<file path="config.mk">
export PLATFORM = sky130hd
export DESIGN_NAME = serial_lookahead_subtractor
export DESIGN_NICKNAME = d
export VERILOG_FILES = /design/src/rtl/serial_lookahead_subtractor.sv
export SDC_FILE = /design/constraint.sdc
export NUM_CORES = 1
export LEC_CHECK = 0
export CORE_UTILIZATION = 58
export CTS_CLUSTER_SIZE = 12
export DETAILED_ROUTE_END_ITERATION = 6
export PLACE_DENSITY = 0.85
export SYNTH_ARGS = -nofsm -noshare
export SYNTH_HDL_FRONTEND = slang
export SYNTH_SLANG_ARGS = --single-unit
</file>
<file path="constraint.sdc">
create_clock -name clk -period 6.75 [get_ports clk]
set_input_delay 1.6875 -clock clk [delete_from_list [all_inputs] [get_ports clk]]
set_output_delay 1.6875 -clock clk [all_outputs]
set_load 0.01 [all_outputs]
</file>
<file path="src/rtl/serial_lookahead_subtractor.sv">
// serial_lookahead_subtractor
// Nibble-serial subtractor that computes a - b - borrow_in as a + ~b + ~borrow_in.
// It handles one 4-bit nibble per clock, LSB nibble first. Each nibble uses a full
// carry-lookahead adder, and the nibble carry-out is registered for the next nibble.
// Handshake: in_valid/in_ready on the input side, out_valid/out_ready on the output side.
// Optional feature: define SUB_OVERFLOW_FLAG_EN to add the signed overflow output.
module serial_lookahead_subtractor #(
    parameter int WIDTH = 16
) (
    input  logic             clk,
    input  logic             rst,
    input  logic             in_valid,
    output logic             in_ready,
    input  logic [WIDTH-1:0] a,
    input  logic [WIDTH-1:0] b,
    input  logic             borrow_in,
    output logic             out_valid,
    input  logic             out_ready,
    output logic [WIDTH-1:0] diff,
    output logic             borrow_out
`ifdef SUB_OVERFLOW_FLAG_EN
    ,
    output logic             overflow
`endif
);

    localparam int N  = WIDTH / 4;
    localparam int KW = (N > 1) ? $clog2(N) : 1;
    localparam logic [KW-1:0] K_LAST = KW'(N - 1);

    typedef enum logic [1:0] {
        IDLE = 2'd0,
        BUSY = 2'd1,
        DONE = 2'd2
    } state_t;

    // Lookahead carries c[0..4] for x + y + cin. Every carry is a flat sum of
    // products over the generate and propagate terms, so no carry ripples from bit to bit.
    function automatic logic [4:0] cla_carries(input logic [3:0] x, input logic [3:0] y,
                                               input logic cin);
        logic [3:0] p;
        logic [3:0] g;
        logic [4:0] c;
        p    = x ^ y;
        g    = x & y;
        c[0] = cin;
        c[1] = g[0] | (p[0] & cin);
        c[2] = g[1] | (p[1] & g[0]) | (p[1] & p[0] & cin);
        c[3] = g[2] | (p[2] & g[1]) | (p[2] & p[1] & g[0]) | (p[2] & p[1] & p[0] & cin);
        c[4] = g[3] | (p[3] & g[2]) | (p[3] & p[2] & g[1]) | (p[3] & p[2] & p[1] & g[0])
             | (p[3] & p[2] & p[1] & p[0] & cin);
        return c;
    endfunction

    state_t           state_r;
    state_t           state_s;
    logic             in_ready_r;
    logic             out_valid_r;
    logic [WIDTH-1:0] a_r;
    logic [WIDTH-1:0] b_r;
    logic [WIDTH-1:0] acc_r;
    logic [WIDTH-1:0] diff_r;
    logic             borrow_out_r;
    logic             carry_r;
    logic [KW-1:0]    k_r;
    logic [3:0]       a_nib_s;
    logic [3:0]       nb_nib_s;
    logic [4:0]       carry_s;
    logic [3:0]       sum_s;
    logic [WIDTH-1:0] result_s;
`ifdef SUB_OVERFLOW_FLAG_EN
    logic             overflow_r;
`endif

    // Select the current nibble and compute its sum with the registered carry.
    always_comb begin
        a_nib_s  = a_r[{k_r, 2'b00} +: 4];
        nb_nib_s = ~b_r[{k_r, 2'b00} +: 4];
        carry_s  = cla_carries(a_nib_s, nb_nib_s, carry_r);
        sum_s    = (a_nib_s ^ nb_nib_s) ^ carry_s[3:0];
        result_s = acc_r;
        result_s[{k_r, 2'b00} +: 4] = sum_s;
    end

    // Next-state logic. Leaving DONE returns to IDLE without accepting new operands on that edge.
    always_comb begin
        state_s = state_r;
        case (state_r)
            IDLE: begin
                if (in_valid) begin
                    state_s = BUSY;
                end else begin
                    state_s = IDLE;
                end
            end
            BUSY: begin
                if (k_r == K_LAST) begin
                    state_s = DONE;
                end else begin
                    state_s = BUSY;
                end
            end
            DONE: begin
                if (out_ready) begin
                    state_s = IDLE;
                end else begin
                    state_s = DONE;
                end
            end
            default: state_s = IDLE;
        endcase
    end

    // State register and registered handshake outputs, which follow the next state.
    always_ff @(posedge clk or posedge rst) begin
        if (rst) begin
            state_r     <= IDLE;
            in_ready_r  <= 1'b1;
            out_valid_r <= 1'b0;
        end else begin
            state_r     <= state_s;
            in_ready_r  <= (state_s == IDLE);
            out_valid_r <= (state_s == DONE);
        end
    end

    // Datapath: capture operands, accumulate nibbles, and publish the result only when entering DONE.
    always_ff @(posedge clk or posedge rst) begin
        if (rst) begin
            a_r          <= '0;
            b_r          <= '0;
            acc_r        <= '0;
            diff_r       <= '0;
            borrow_out_r <= 1'b0;
            carry_r      <= 1'b0;
            k_r          <= '0;
`ifdef SUB_OVERFLOW_FLAG_EN
            overflow_r   <= 1'b0;
`endif
        end else begin
            case (state_r)
                IDLE: begin
                    if (in_valid) begin
                        a_r     <= a;
                        b_r     <= b;
                        carry_r <= ~borrow_in;
                        k_r     <= '0;
                        acc_r   <= '0;
                    end
                end
                BUSY: begin
                    acc_r   <= result_s;
                    carry_r <= carry_s[4];
                    k_r     <= k_r + KW'(1);
                    if (k_r == K_LAST) begin
                        diff_r       <= result_s;
                        borrow_out_r <= ~carry_s[4];
`ifdef SUB_OVERFLOW_FLAG_EN
                        overflow_r   <= carry_s[4] ^ carry_s[3];
`endif
                    end
                end
                default: begin
                    k_r <= k_r;
                end
            endcase
        end
    end

    assign in_ready   = in_ready_r;
    assign out_valid  = out_valid_r;
    assign diff       = diff_r;
    assign borrow_out = borrow_out_r;
`ifdef SUB_OVERFLOW_FLAG_EN
    assign overflow   = overflow_r;
`endif

endmodule

</file>
==> qor.csv <==
stage;metric;value;unit
grt;largest net degree at the start of global routing;73;
finish;Filler cells;443;
pwr;Switch Pwr;982.9;uW
pwr;sw frac;0.4098;
drt;antenna-violating nets left;0;
grt;total gr overflow;0;
placed_design;DP Wirelength;5.025;mm
drt;DRC violations left;0;
yosys;Synth area leader;dfrtp_1;
clock_network;clk slew on worst S/H paths;0.07;ns
yosys;Syn Nets;337;
floorplan;DIE AREA;6443;um^2
drt;1st-pass router iterations;4;
yosys;Post-Syn Instances;288;
finish;FF/Latch Area;1803;um^2
yosys;Synth top area share;0.5000;
yosys;Commonest cells post-synth;71 x dfrtp_1, 31 x mux2_2, 18 x nor2_1;
sta;Final Slew Violations;0;
sta;final hold slack;0.4735;ns
yosys;largest cells by area after synthesis;dfrtp_1 50%, mux2_2 9.8%, mux4_2 5.1%;
placed_design;Post-DP Area;4138;um^2
placed_design;Port-buffer cells;55;
critical_path;CP Launch Type;flip-flop;
sta;Layout Skew;0.01006;ns
yosys;top_reg_cell synth;dfrtp_1;
sta;number of hold violations in the final report;0;
floorplan;Row Count;28;
floorplan;Die H;80.27;um
finish;area of the multi-input gates;1627;um^2
pwr;power share of the combinational group;0.540;
yosys;Cell variety after synth;49;
yosys;Ys Warns;0;
critical_path;WP data required;6.96;ns
drt;final wirelength;7.108;mm
pwr;overall power;2.398;mW
finish;nets;391;
pwr;clock share of power;0.139;
clock_network;CTS tree;done;
sta;setup_tns;0;ns
finish;layout cell share with drive strength beyond 1;0.1988;
flow_run;max cap viols;0;
critical_path;crit-path max FO;20;
yosys;syn_area_per_cell;12.34;um^2
min_path;Hold Path Class;flip-flop to flip-flop;
placed_design;GP Congestion;0.8675;
yosys;Yosys reg bits;72;
clock_network;worst skew pair latency;0.34;ns
clock_network;root buf cell;clkbuf_8;
grt;initial antenna violation count;0;
status;outcome;finished clean;
floorplan;Initial Util;0.6002;
sta;Slew @ Worst Pin;0.8849;ns
sta;Max Freq;317.8;MHz
pwr;Power per Cell Area;554.0;nW/um^2
drt;Routed wire per std cell;16.84;um
sta;final setup vio count;0;
finish;area grow syn2layout;21.83;%
sta;Worst slew margin;0.4101;
grt;Total Routing Usage GR;0.2532;
critical_path;CP endpoint kind;flip-flop;
finish;# diodes;0;
pwr;P_int;1.416;mW
yosys;synthesized area;3553;um^2
clock_network;CTS buffer count;9;
drt;DR vias/cell;5.801;
yosys;post-synthesis sequential area ratio;0.5074;
pwr;Peak VDD IR;0.0002890;V
clock_network;cts hold-fix bufs;0;
drt;DRT iter0 DRCs;166;
pwr;Reg power frac;0.322;
critical_path;CP Class;flip-flop to flip-flop;
sta;min cycle time layout;3.147;ns
grt;global-route wire length before repair;11.95;mm
grt;vias in the first global route;2491;
floorplan;chip width;80.27;um
sta;RSZ-0062 raised after global routing;no;
clock_network;CTS Buffer Depth;2;
yosys;Post-synth EDFFs;0;
clock_network;number of H-tree levels;3;
yosys;most common cell in the netlist;dfrtp_1;
clock_network;Clock Sinks;72;
clock_network;# Post-CTS Setup Buffers;0;
clock_network;Post-CTS Resized;0;
drt;via count;2448;
floorplan;core area;5921;um^2
pwr;static leakage;1.843;nW
floorplan;# IOs;56;
critical_path;WP data arrival;3.36;ns
yosys;asr flop ratio synth;1.000;
finish;Finished Cell Area;4329;um^2
sta;Final Cycle Share;0.4662;
-- per-layer routing --
layer  vias to the layer above  part of all wire  routed length (um)  track usage
met1                      1209              0.44                3145       0.3155
met5                         -                 0                   0            0
met4                         0             0.022                 157      0.09821
met3                        15             0.040                 285      0.07159
li1                       1155                 -                   -            -
met2                        69              0.50                3519       0.4171
-- cell families after synthesis --
logic type	after synthesis	synth area share
AO/OA/AOI/OAI	60	0.1282
XOR/XNOR	3	0.009509
adder cells (fa/ha/maj)	12	0.04437
buffers and inverters	27	0.03486
flip-flops	72	0.5074
multiplexers	44	0.1634
AND/OR/NAND/NOR	70	0.1123
-- worst max-delay path, stage by stage, from the launching register on --
cell and delay [ns]:
dfrtp_1 0.92, mux4_2 0.61, ha_1 0.47, a41o_2 0.35, a21oi_4 0.14, xor2_2 0.37
o31ai_1 0.15
-- cells in the final DEF (no fill, tap or decap), types with 2 or more instances in the layout --
| master | netlist | layout |
|---|---|---|
| clkbuf_1 | 4 | 3 |
| ha_1 | 11 | 11 |
| xnor2_1 | 2 | 2 |
| mux2_2 | 31 | 31 |
| mux2i_1 | 4 | 4 |
| inv_1 | 13 | 12 |
| a221oi_1 | 4 | 4 |
| nor2_1 | 18 | 18 |
| a21o_1 | 6 | 6 |
| o21ai_0 | 10 | 10 |
| a22o_1 | 9 | 9 |
| a21oi_1 | 8 | 8 |
| a32o_1 | 2 | 2 |
| o21bai_1 | 2 | 2 |
| buf_4 | 4 | 2 |
| mux4_2 | 8 | 8 |
| nand2_1 | 16 | 16 |
| nand3_1 | 8 | 8 |
| a32o_2 | 2 | 2 |
| clkbuf_8 | 0 | 10 |
| nand4bb_1 | 3 | 3 |
| clkdlybuf4s50_1 | 0 | 55 |
| dfrtp_1 | 71 | 71 |
| nor3b_1 | 3 | 3 |
| o31ai_1 | 9 | 9 |
| a21oi_4 | 2 | 2 |
| nand3b_1 | 4 | 4 |
| nand2b_1 | 6 | 6 |
-- final cells by class --
type	count	area share
Multi-Input combinational cell	189	0.3757
Tap cell	75	0.02168
Timing Repair Buffer	57	0.1306
Clock buffer	13	0.03439
Inverter	13	0.01127
Clock inverter	3	0.009827
Sequential cell	72	0.4165
-- power groups by stage --
stage | clock (mW) | sequential (mW) | combinational, mW
global placement | 0 | 0.768 | 1.25
floorplan | 0 | 0.730 | 0.992
finish | 0.333 | 0.771 | 1.29
global route | 0.360 | 0.798 | 1.40
CTS | 0.338 | 0.773 | 1.29
detailed placement | 0 | 0.782 | 1.28
-- registers in the layout, indices dropped and copies added (netlist names) --
| register | flops |
|---|---|
| a_r | 16 |
| acc_r | 16 |
| b_r | 16 |
| borrow_out | 1 |
| carry_r | 1 |
| diff | 16 |
| in_ready | 1 |
| k_r | 2 |
| out_valid | 1 |
| state_r | 2 |
-- final timing paths --
| kind | from | to | slack, ns | depth (start not counted) |
|---|---|---|---|---|
| max in group asynchronous | rst | b_r[4] | 4.24 | 3 |
| worst min-delay path | acc_r[7] | acc_r[7] | 0.47 | 2 |
| worst max-delay path | k_r[0] | diff[7] | 3.60 | 6 |
| worst min register to register | acc_r[7] | acc_r[7] | 0.47 | 2 |
| worst max register to register | k_r[0] | diff[7] | 3.60 | 6 |
| min in group asynchronous | rst | a_r[3] | 1.95 | 3 |
-- stage by stage --
stage	std cells	worst slack, ns	util
4_1_cts	422	3.579	0.7312
6_report	422	3.603	0.7312
2_1_floorplan	288	3.239	-
3_5_place_dp	406	3.461	0.6989
5_1_grt	422	3.428	0.7312
3_3_place_gp	406	3.470	0.6989
(Power assumes the default switching activity.)
